[src/rtl/fp_add_align_stage.sv]
// Pre-alignment stage of the single-precision FP adder: unpack and magnitude-swap
// the operands, then right-shift the smaller mantissa with guard/round/sticky retention.
module fp_add_align_stage #(
    parameter int TAG_W  = 4,
    parameter int MANT_W = 27
) (
    input  logic              clk,
    input  logic              rst,
    input  logic              in_valid,
    output logic              in_ready,
    input  logic [31:0]       in_a,
    input  logic [31:0]       in_b,
    input  logic [TAG_W-1:0]  in_tag,
    output logic              out_valid,
    input  logic              out_ready,
    output logic [TAG_W-1:0]  out_tag,
    output logic [7:0]        out_exp,
    output logic              out_sign,
    output logic              out_eff_sub,
    output logic [MANT_W-1:0] out_mant_big,
    output logic [MANT_W-1:0] out_mant_small,
    output logic              out_is_nan,
    output logic              out_is_inf,
    output logic              out_inf_sign
);

    logic              sign_a, sign_b;
    logic [7:0]        exp_a, exp_b, eff_exp_a, eff_exp_b;
    logic [22:0]       frac_a, frac_b;
    logic [MANT_W-1:0] mant_a, mant_b;
    logic              nan_a, nan_b, inf_a, inf_b;
    logic              a_is_big;
    logic              spec_nan, spec_inf, spec_inf_sign;

    logic              s2_adv, s1_adv;

    logic              s1_valid_q, s1_valid_d;
    logic [TAG_W-1:0]  s1_tag_q, s1_tag_d;
    logic [7:0]        s1_exp_q, s1_exp_d;
    logic              s1_sign_q, s1_sign_d;
    logic              s1_eff_sub_q, s1_eff_sub_d;
    logic [MANT_W-1:0] s1_mant_big_q, s1_mant_big_d;
    logic [MANT_W-1:0] s1_mant_small_q, s1_mant_small_d;
    logic [7:0]        s1_shamt_q, s1_shamt_d;
    logic              s1_is_nan_q, s1_is_nan_d;
    logic              s1_is_inf_q, s1_is_inf_d;
    logic              s1_inf_sign_q, s1_inf_sign_d;

    logic              s2_valid_q, s2_valid_d;
    logic [TAG_W-1:0]  s2_tag_q, s2_tag_d;
    logic [7:0]        s2_exp_q, s2_exp_d;
    logic              s2_sign_q, s2_sign_d;
    logic              s2_eff_sub_q, s2_eff_sub_d;
    logic [MANT_W-1:0] s2_mant_big_q, s2_mant_big_d;
    logic [MANT_W-1:0] s2_mant_small_q, s2_mant_small_d;
    logic              s2_is_nan_q, s2_is_nan_d;
    logic              s2_is_inf_q, s2_is_inf_d;
    logic              s2_inf_sign_q, s2_inf_sign_d;

    logic [MANT_W-1:0] shifted, lost_mask, aligned;
    logic              sticky;

    always_comb begin
        sign_a    = in_a[31];
        sign_b    = in_b[31];
        exp_a     = in_a[30:23];
        exp_b     = in_b[30:23];
        frac_a    = in_a[22:0];
        frac_b    = in_b[22:0];
        eff_exp_a = (exp_a == 8'd0) ? 8'd1 : exp_a;
        eff_exp_b = (exp_b == 8'd0) ? 8'd1 : exp_b;
        mant_a    = {(exp_a != 8'd0), frac_a, 3'b000};
        mant_b    = {(exp_b != 8'd0), frac_b, 3'b000};
        nan_a     = (exp_a == 8'hFF) && (frac_a != 23'd0);
        nan_b     = (exp_b == 8'hFF) && (frac_b != 23'd0);
        inf_a     = (exp_a == 8'hFF) && (frac_a == 23'd0);
        inf_b     = (exp_b == 8'hFF) && (frac_b == 23'd0);
        // {exp, frac} orders magnitudes directly; ties keep A as the big operand
        a_is_big  = (in_a[30:0] >= in_b[30:0]);
        spec_nan  = nan_a || nan_b || (inf_a && inf_b && (sign_a != sign_b));
        spec_inf  = !spec_nan && (inf_a || inf_b);
        spec_inf_sign = spec_inf && (inf_a ? sign_a : sign_b);
    end

    // Sticky collects every bit pushed past bit 0; shifts of 27+ leave only sticky.
    always_comb begin
        shifted   = '0;
        lost_mask = '0;
        sticky    = 1'b0;
        if (s1_shamt_q >= 8'(MANT_W)) begin
            sticky = |s1_mant_small_q;
        end else begin
            shifted   = s1_mant_small_q >> s1_shamt_q[4:0];
            lost_mask = (MANT_W'(1) << s1_shamt_q[4:0]) - MANT_W'(1);
            sticky    = |(s1_mant_small_q & lost_mask);
        end
        aligned = {shifted[MANT_W-1:1], shifted[0] | sticky};
    end

    assign s2_adv   = !s2_valid_q || out_ready;
    assign s1_adv   = !s1_valid_q || s2_adv;
    assign in_ready = s1_adv;

    always_comb begin
        s1_valid_d      = s1_valid_q;
        s1_tag_d        = s1_tag_q;
        s1_exp_d        = s1_exp_q;
        s1_sign_d       = s1_sign_q;
        s1_eff_sub_d    = s1_eff_sub_q;
        s1_mant_big_d   = s1_mant_big_q;
        s1_mant_small_d = s1_mant_small_q;
        s1_shamt_d      = s1_shamt_q;
        s1_is_nan_d     = s1_is_nan_q;
        s1_is_inf_d     = s1_is_inf_q;
        s1_inf_sign_d   = s1_inf_sign_q;
        if (s1_adv) begin
            s1_valid_d = in_valid;
            if (in_valid) begin
                s1_tag_d        = in_tag;
                s1_exp_d        = a_is_big ? eff_exp_a : eff_exp_b;
                s1_sign_d       = a_is_big ? sign_a : sign_b;
                s1_eff_sub_d    = sign_a ^ sign_b;
                s1_mant_big_d   = a_is_big ? mant_a : mant_b;
                s1_mant_small_d = a_is_big ? mant_b : mant_a;
                s1_shamt_d      = a_is_big ? (eff_exp_a - eff_exp_b) : (eff_exp_b - eff_exp_a);
                s1_is_nan_d     = spec_nan;
                s1_is_inf_d     = spec_inf;
                s1_inf_sign_d   = spec_inf_sign;
            end
        end
    end

    always_comb begin
        s2_valid_d      = s2_valid_q;
        s2_tag_d        = s2_tag_q;
        s2_exp_d        = s2_exp_q;
        s2_sign_d       = s2_sign_q;
        s2_eff_sub_d    = s2_eff_sub_q;
        s2_mant_big_d   = s2_mant_big_q;
        s2_mant_small_d = s2_mant_small_q;
        s2_is_nan_d     = s2_is_nan_q;
        s2_is_inf_d     = s2_is_inf_q;
        s2_inf_sign_d   = s2_inf_sign_q;
        if (s2_adv) begin
            s2_valid_d = s1_valid_q;
            if (s1_valid_q) begin
                s2_tag_d        = s1_tag_q;
                s2_exp_d        = s1_exp_q;
                s2_sign_d       = s1_sign_q;
                s2_eff_sub_d    = s1_eff_sub_q;
                s2_mant_big_d   = s1_mant_big_q;
                s2_mant_small_d = aligned;
                s2_is_nan_d     = s1_is_nan_q;
                s2_is_inf_d     = s1_is_inf_q;
                s2_inf_sign_d   = s1_inf_sign_q;
            end
        end
    end

    always_ff @(posedge clk) begin
        if (rst) begin
            s1_valid_q      <= 1'b0;
            s1_tag_q        <= '0;
            s1_exp_q        <= '0;
            s1_sign_q       <= 1'b0;
            s1_eff_sub_q    <= 1'b0;
            s1_mant_big_q   <= '0;
            s1_mant_small_q <= '0;
            s1_shamt_q      <= '0;
            s1_is_nan_q     <= 1'b0;
            s1_is_inf_q     <= 1'b0;
            s1_inf_sign_q   <= 1'b0;
            s2_valid_q      <= 1'b0;
            s2_tag_q        <= '0;
            s2_exp_q        <= '0;
            s2_sign_q       <= 1'b0;
            s2_eff_sub_q    <= 1'b0;
            s2_mant_big_q   <= '0;
            s2_mant_small_q <= '0;
            s2_is_nan_q     <= 1'b0;
            s2_is_inf_q     <= 1'b0;
            s2_inf_sign_q   <= 1'b0;
        end else begin
            s1_valid_q      <= s1_valid_d;
            s1_tag_q        <= s1_tag_d;
            s1_exp_q        <= s1_exp_d;
            s1_sign_q       <= s1_sign_d;
            s1_eff_sub_q    <= s1_eff_sub_d;
            s1_mant_big_q   <= s1_mant_big_d;
            s1_mant_small_q <= s1_mant_small_d;
            s1_shamt_q      <= s1_shamt_d;
            s1_is_nan_q     <= s1_is_nan_d;
            s1_is_inf_q     <= s1_is_inf_d;
            s1_inf_sign_q   <= s1_inf_sign_d;
            s2_valid_q      <= s2_valid_d;
            s2_tag_q        <= s2_tag_d;
            s2_exp_q        <= s2_exp_d;
            s2_sign_q       <= s2_sign_d;
            s2_eff_sub_q    <= s2_eff_sub_d;
            s2_mant_big_q   <= s2_mant_big_d;
            s2_mant_small_q <= s2_mant_small_d;
            s2_is_nan_q     <= s2_is_nan_d;
            s2_is_inf_q     <= s2_is_inf_d;
            s2_inf_sign_q   <= s2_inf_sign_d;
        end
    end

    assign out_valid      = s2_valid_q;
    assign out_tag        = s2_tag_q;
    assign out_exp        = s2_exp_q;
    assign out_sign       = s2_sign_q;
    assign out_eff_sub    = s2_eff_sub_q;
    assign out_mant_big   = s2_mant_big_q;
    assign out_mant_small = s2_mant_small_q;
    assign out_is_nan     = s2_is_nan_q;
    assign out_is_inf     = s2_is_inf_q;
    assign out_inf_sign   = s2_inf_sign_q;

endmodule

[config.mk]
export PLATFORM = sky130hd
export DESIGN_NAME = fp_add_align_stage
export DESIGN_NICKNAME = d
export VERILOG_FILES = /design/src/rtl/fp_add_align_stage.sv
export SDC_FILE = /design/constraint.sdc
export NUM_CORES = 1
export LEC_CHECK = 0
export ABC_AREA = 1
export CORE_MARGIN = 2
export CORE_UTILIZATION = 40
export CTS_CLUSTER_DIAMETER = 50
export DETAILED_ROUTE_END_ITERATION = 6
export SLEW_MARGIN = 25
export SYNTH_ARGS = -nofsm -noshare
export SYNTH_HDL_FRONTEND = slang
export SYNTH_SLANG_ARGS = --single-unit
[constraint.sdc]
create_clock -name clk -period 2.5 [get_ports clk]
set_clock_uncertainty 0.05 [all_clocks]
set_input_delay 0.5 -clock clk [delete_from_list [all_inputs] [get_ports clk]]
set_output_delay 0.5 -clock clk [all_outputs]
set_load 0.01 [all_outputs]
==> summary.md <==
| Metric | Value |
|---|---|
| Synth unique cells | `approximately 50` |
| Net count reported at finish | `1752` |
| Via count of the first global-routing pass | `9665` |
| Max Fanout on Critical Path | `2` |
| Remaining Overflow, GRT | `0` |
| Maximum capacitance violations | `0` |
| Number of nets still failing antenna checks after routing | `0` |
| Worst R2R End | `out_mant_small[0]` |
| Number of top-level pins | `145` |
| Clock share of power | `35.6%` |
| Commonest cells in the netlist | `nand2_1, dfxtp_1, nor2_1` |
| Antenna diodes | `0` |
| First-pass iteration count of the detailed router | `6` |
| Final Max Tran Viols | `0` |
| Maximum number of pins on one net before global-route repair | `96` |
| Total number of yosys warnings | `0` |
| Leakage power | `between 5 and 6 nW` |
| Critical path arrival | `about 2.7 ns` |
| Core footprint | `22800 um2` |
| Yosys top cell area share | `30.6%` |
| CTS Sinks | `around 140` |
| M1 GR Usage | `37.2%` |
| Number of antenna violations at the first check in global routing | `0` |
| Largest family of logic cells by synthesized area | `simple AND/OR/NAND/NOR gates` |
| Most common flop cell mapped by yosys | `dfxtp_1` |
| Area added between synthesis and finish | `37.4%` |
| Setup crit end kind | `flip-flop` |
| Post-synthesis simple-gate area fraction | `33.9%` |
| Slowest cell delay on critical path | `0.27 ns` |
| Tcrit/Tclk final | `around 100%` |
| Setup Crit Path Kind | `input pin to flip-flop` |
| Die H | `157 um` |
| Combinational share of power | `roughly 29%` |
| Total Wirelength | `32.4 mm` |
| Post-synthesis average cell area | `6.57 um2` |
| Adder and majority gate portion of the synthesized area | `6.46%` |
| Worst Setup Start Kind | `input pin` |
| Power density over the cells | `565 nW/um2` |
| Remaining routing DRC violations | `0` |
| Mapped Cells | `1421` |
| Placer Congestion | `0.933` |
| Upper clock frequency limit | `409 MHz` |
| Library cell appearing most often on the critical path | `buf_4` |
| Crit path cell chain | `dlygate4sd2_1 > nor4_2 > nand3_2 > nor3_4 > buf_4 > buf_4 > buf_4 > buf_4 > buf_4 > buf_4 > buf_4 > buf_4 > buf_4 > buf_4 > buf_4 > nand4_1 > nand3_1 > a21oi_1` |
| Final count of negative-setup-slack endpoints | `0` |
| CP max-delay cell | `nor3_4` |
| Met2 Usage GRT | `about two fifths` |
| R2R depth | `14` |
| Clock H-tree levels | `4` |
| Cell area after synthesis | `roughly 9300 um2` |
| Proportion of synthesized area in mux cells | `0.214%` |
| Max clock buf depth | `2` |
| First-pass GRT wire length | `50.6 mm` |
| Result of the run | `finished, final reports clean` |
| Root Driver | `clkbuf_16` |
| Relative contribution of sequential cells to total power | `35.6%` |
| Compound-gate portion of the synthesized area | `16.1%` |
| Slew headroom | `65.2%` |
| HP Start | `s1_mant_big_q[4]` |
| Post-synth EDFFs | `0` |
| Detailed placer's ending HPWL | `24.6 mm` |
| Sink of the worst hold path | `s1_mant_big_q[4]` |
| CTS clock-pin slew for the worst setup and hold paths | `0.06 ns` |
| Reg2reg setup slack | `slightly above 0.3 ns` |
| Hold path cells | `2` |
| Number of buffers and inverters on the critical path | `12` |
| Asr flop ratio synth | `0%` |
| Ratio of routed vias to standard cells | `5.31` |
| Cell accounting for the most synthesized area | `dfxtp_1` |
| Global-route usage over all layers | `26.0%` |
| Leading post-synthesis cells by cell area | `dfxtp_1, nand2_1, nand4_1` |
| Num rows | `55` |
| CTS buffer count | `17` |
| Total die area | `24600 um2` |
| Crit-path leading delay family | `buffers and inverters` |
| Parity-gate share of the synthesized area counting xor and xnor cells | `1.22%` |
| Shortest clock period the worst path allows after layout | `roughly 2.4 ns` |
| Initial DRC count | `858` |
| Starting density of the core | `41.0%` |
| Die boundary width | `157 um` |
| Routed wire length per instance | `16.6 um` |
| Startpoint of the lowest-slack register-to-register path | `s1_shamt_q[2]` |
| Via count | `between 10000 and 15000` |
| Final hold viol count | `0` |
| Switching power | `0.00247 W` |
| Post-Route Setup TNS | `0 ns` |
| Global routing's busiest layer | `met2` |
| Net Sw Frac | `34.1%` |
| Share of post-route cells with drive strength above 1 | `16.3%` |
| Worst IR Drop VDD | `about 0.40 mV` |
| Power, Total | `0.00725 W` |
| Input/output buffers | `between 100 and 150` |
| Worst-margin pin slew | `about 0.52 ns` |
| Data required time of the worst path | `2.74 ns` |
| Insertion delay to the later sink of the worst-skew pair | `0.42 ns` |
| Number of flip-flops and latches in the synthesized netlist | `143` |
| Sequential element share of the synthesized area | `30.6%` |
| Most frequent cell after synthesis | `nand2_1` |
| Cell-internal power | `0.00478 W` |
| Clock tree from TritonCTS | `done` |
| Fillcell total | `2221` |
| Global routing met3 resource utilization | `3.38%` |
| Kind of path behind the tightest hold check | `flip-flop to flip-flop` |
==> cells by family after synthesis <==
kind of cell / after synthesis
xor+xnor: 13
compound gates: 273
fa+ha+maj: 47
other cells: 1
simple gates: 706
mux: 2
buf+inv: 236
flops: 143
==> repair_timing <==
item / in CTS / in global routing
endpoints found under the setup margin: 2 / 64
setup buffers: 14 / 1
hold buffers: 0 / 0
cloned: 0 / 2
pin swaps: 15 / 20
endpoints found under the hold margin: 0 / 0
resized for setup: 13 / 50
==> layout by cell type (no fill, tap or decap), drive strengths merged <==
cell type / count
clkinv: 6
and3: 1
a21oi: 119
nand2b: 1
dlygate4sd2: 6
nor4: 10
nor2: 144
dlymetal6s2s: 8
clkdlybuf4s50: 123
ha: 45
inv: 129
bufinv: 1
buf: 161
a21o: 1
o31ai: 1
a22oi: 2
o21bai: 4
clkbuf: 24
xor2: 8
or2: 3
o211ai: 12
a211oi: 1
clkinvlp: 1
dfxtp: 143
nand2: 324
fa: 2
conb: 3
a31oi: 3
o2111ai: 2
xnor2: 5
mux2i: 2
o21ai: 119
nand4: 95
a221oi: 2
nor3: 9
nand3: 119
o221ai: 3
o21a: 3
o22ai: 1
==> registers in the layout, summed over array words and instances (netlist names) <==
register,cells
out_sign,1
out_is_inf,1
s1_sign_q,1
out_exp,8
s1_is_inf_q,1
s1_inf_sign_q,1
s1_valid_q,1
out_eff_sub,1
out_tag,4
out_inf_sign,1
s1_is_nan_q,1
out_is_nan,1
s1_exp_q,8
out_mant_big,24
s1_shamt_q,8
s1_mant_big_q,24
s1_tag_q,4
out_valid,1
s1_mant_small_q,24
out_mant_small,27
s1_eff_sub_q,1
==> power by group through the flow <==
stage               sequential (W)  combinational, W  clock, W
finish                     0.00258           0.00209   0.00259
global route               0.00260           0.00231   0.00273
floorplan                  0.00261           0.00121         0
detailed placement         0.00263           0.00201         0
CTS                        0.00258           0.00203   0.00263
global placement           0.00263           0.00201         0
==> worst max path at each step <==
stage                     startpoint                   to  slack [ns]  cells past startpoint
after floorplan             in_a[27]        s1_shamt_q[6]       -0.03                     14
final                       in_a[29]  s1_mant_small_q[26]        0.06                     18
after detailed placement    in_a[27]        s1_shamt_q[6]       -0.58                     15
after global placement      in_a[27]        s1_shamt_q[6]       -0.53                     15
after global routing         in_b[3]        s1_shamt_q[5]       -0.04                     16
after CTS                    in_b[4]  s1_mant_small_q[18]       0.002                     12
==> per-layer routing <==
metal,up-vias,routed length (um)
met5,-,0
met4,0,539
met3,42,1870
met2,341,14600
met1,4827,15400
li1,5190,-
==> worst register-to-register path, cell delays in order, from the launching register on <==
cell and delay (ns):
dfxtp_1 0.44, inv_2 0.31, nand2_1 0.22, inv_1 0.14
nand2_1 0.14, nand2_1 0.10, nand2_1 0.05, nor2_1 0.11
nand2_1 0.06, nor2_1 0.09, nand2_1 0.05, nand2_1 0.09
nand3_1 0.07, nand2_1 0.08, a21oi_2 0.05
==> cell type report <==
class                           count  area [um2]  share of cell area (%)
Tap cell                          313         392                    3.05
Inverter                          124         470                    3.67
Sequential cell                   143        2860                    22.3
Multi-Input combinational cell   1044        5670                    44.2
Clock inverter                     13         146                    1.14
Timing Repair Buffer              303        2840                    22.1
Clock buffer                       19         453                    3.53
==> metrics by stage <==
step	cell area (um2)	hold slack, ns	util, %	setup WS, ns	cells
final	12800	0.411	56.3	0.0554	1959
after global routing	12800	0.428	56.3	-0.0448	1959
after CTS	12600	0.414	55.1	0.00182	1956
after detailed placement	11800	0.403	52.0	-0.578	1910
after global placement	11800	0.401	52.0	-0.530	1910
after floorplan	9360	0.392	-	-0.0337	1423
No activity file was read; power rests on OpenSTA's default activity.
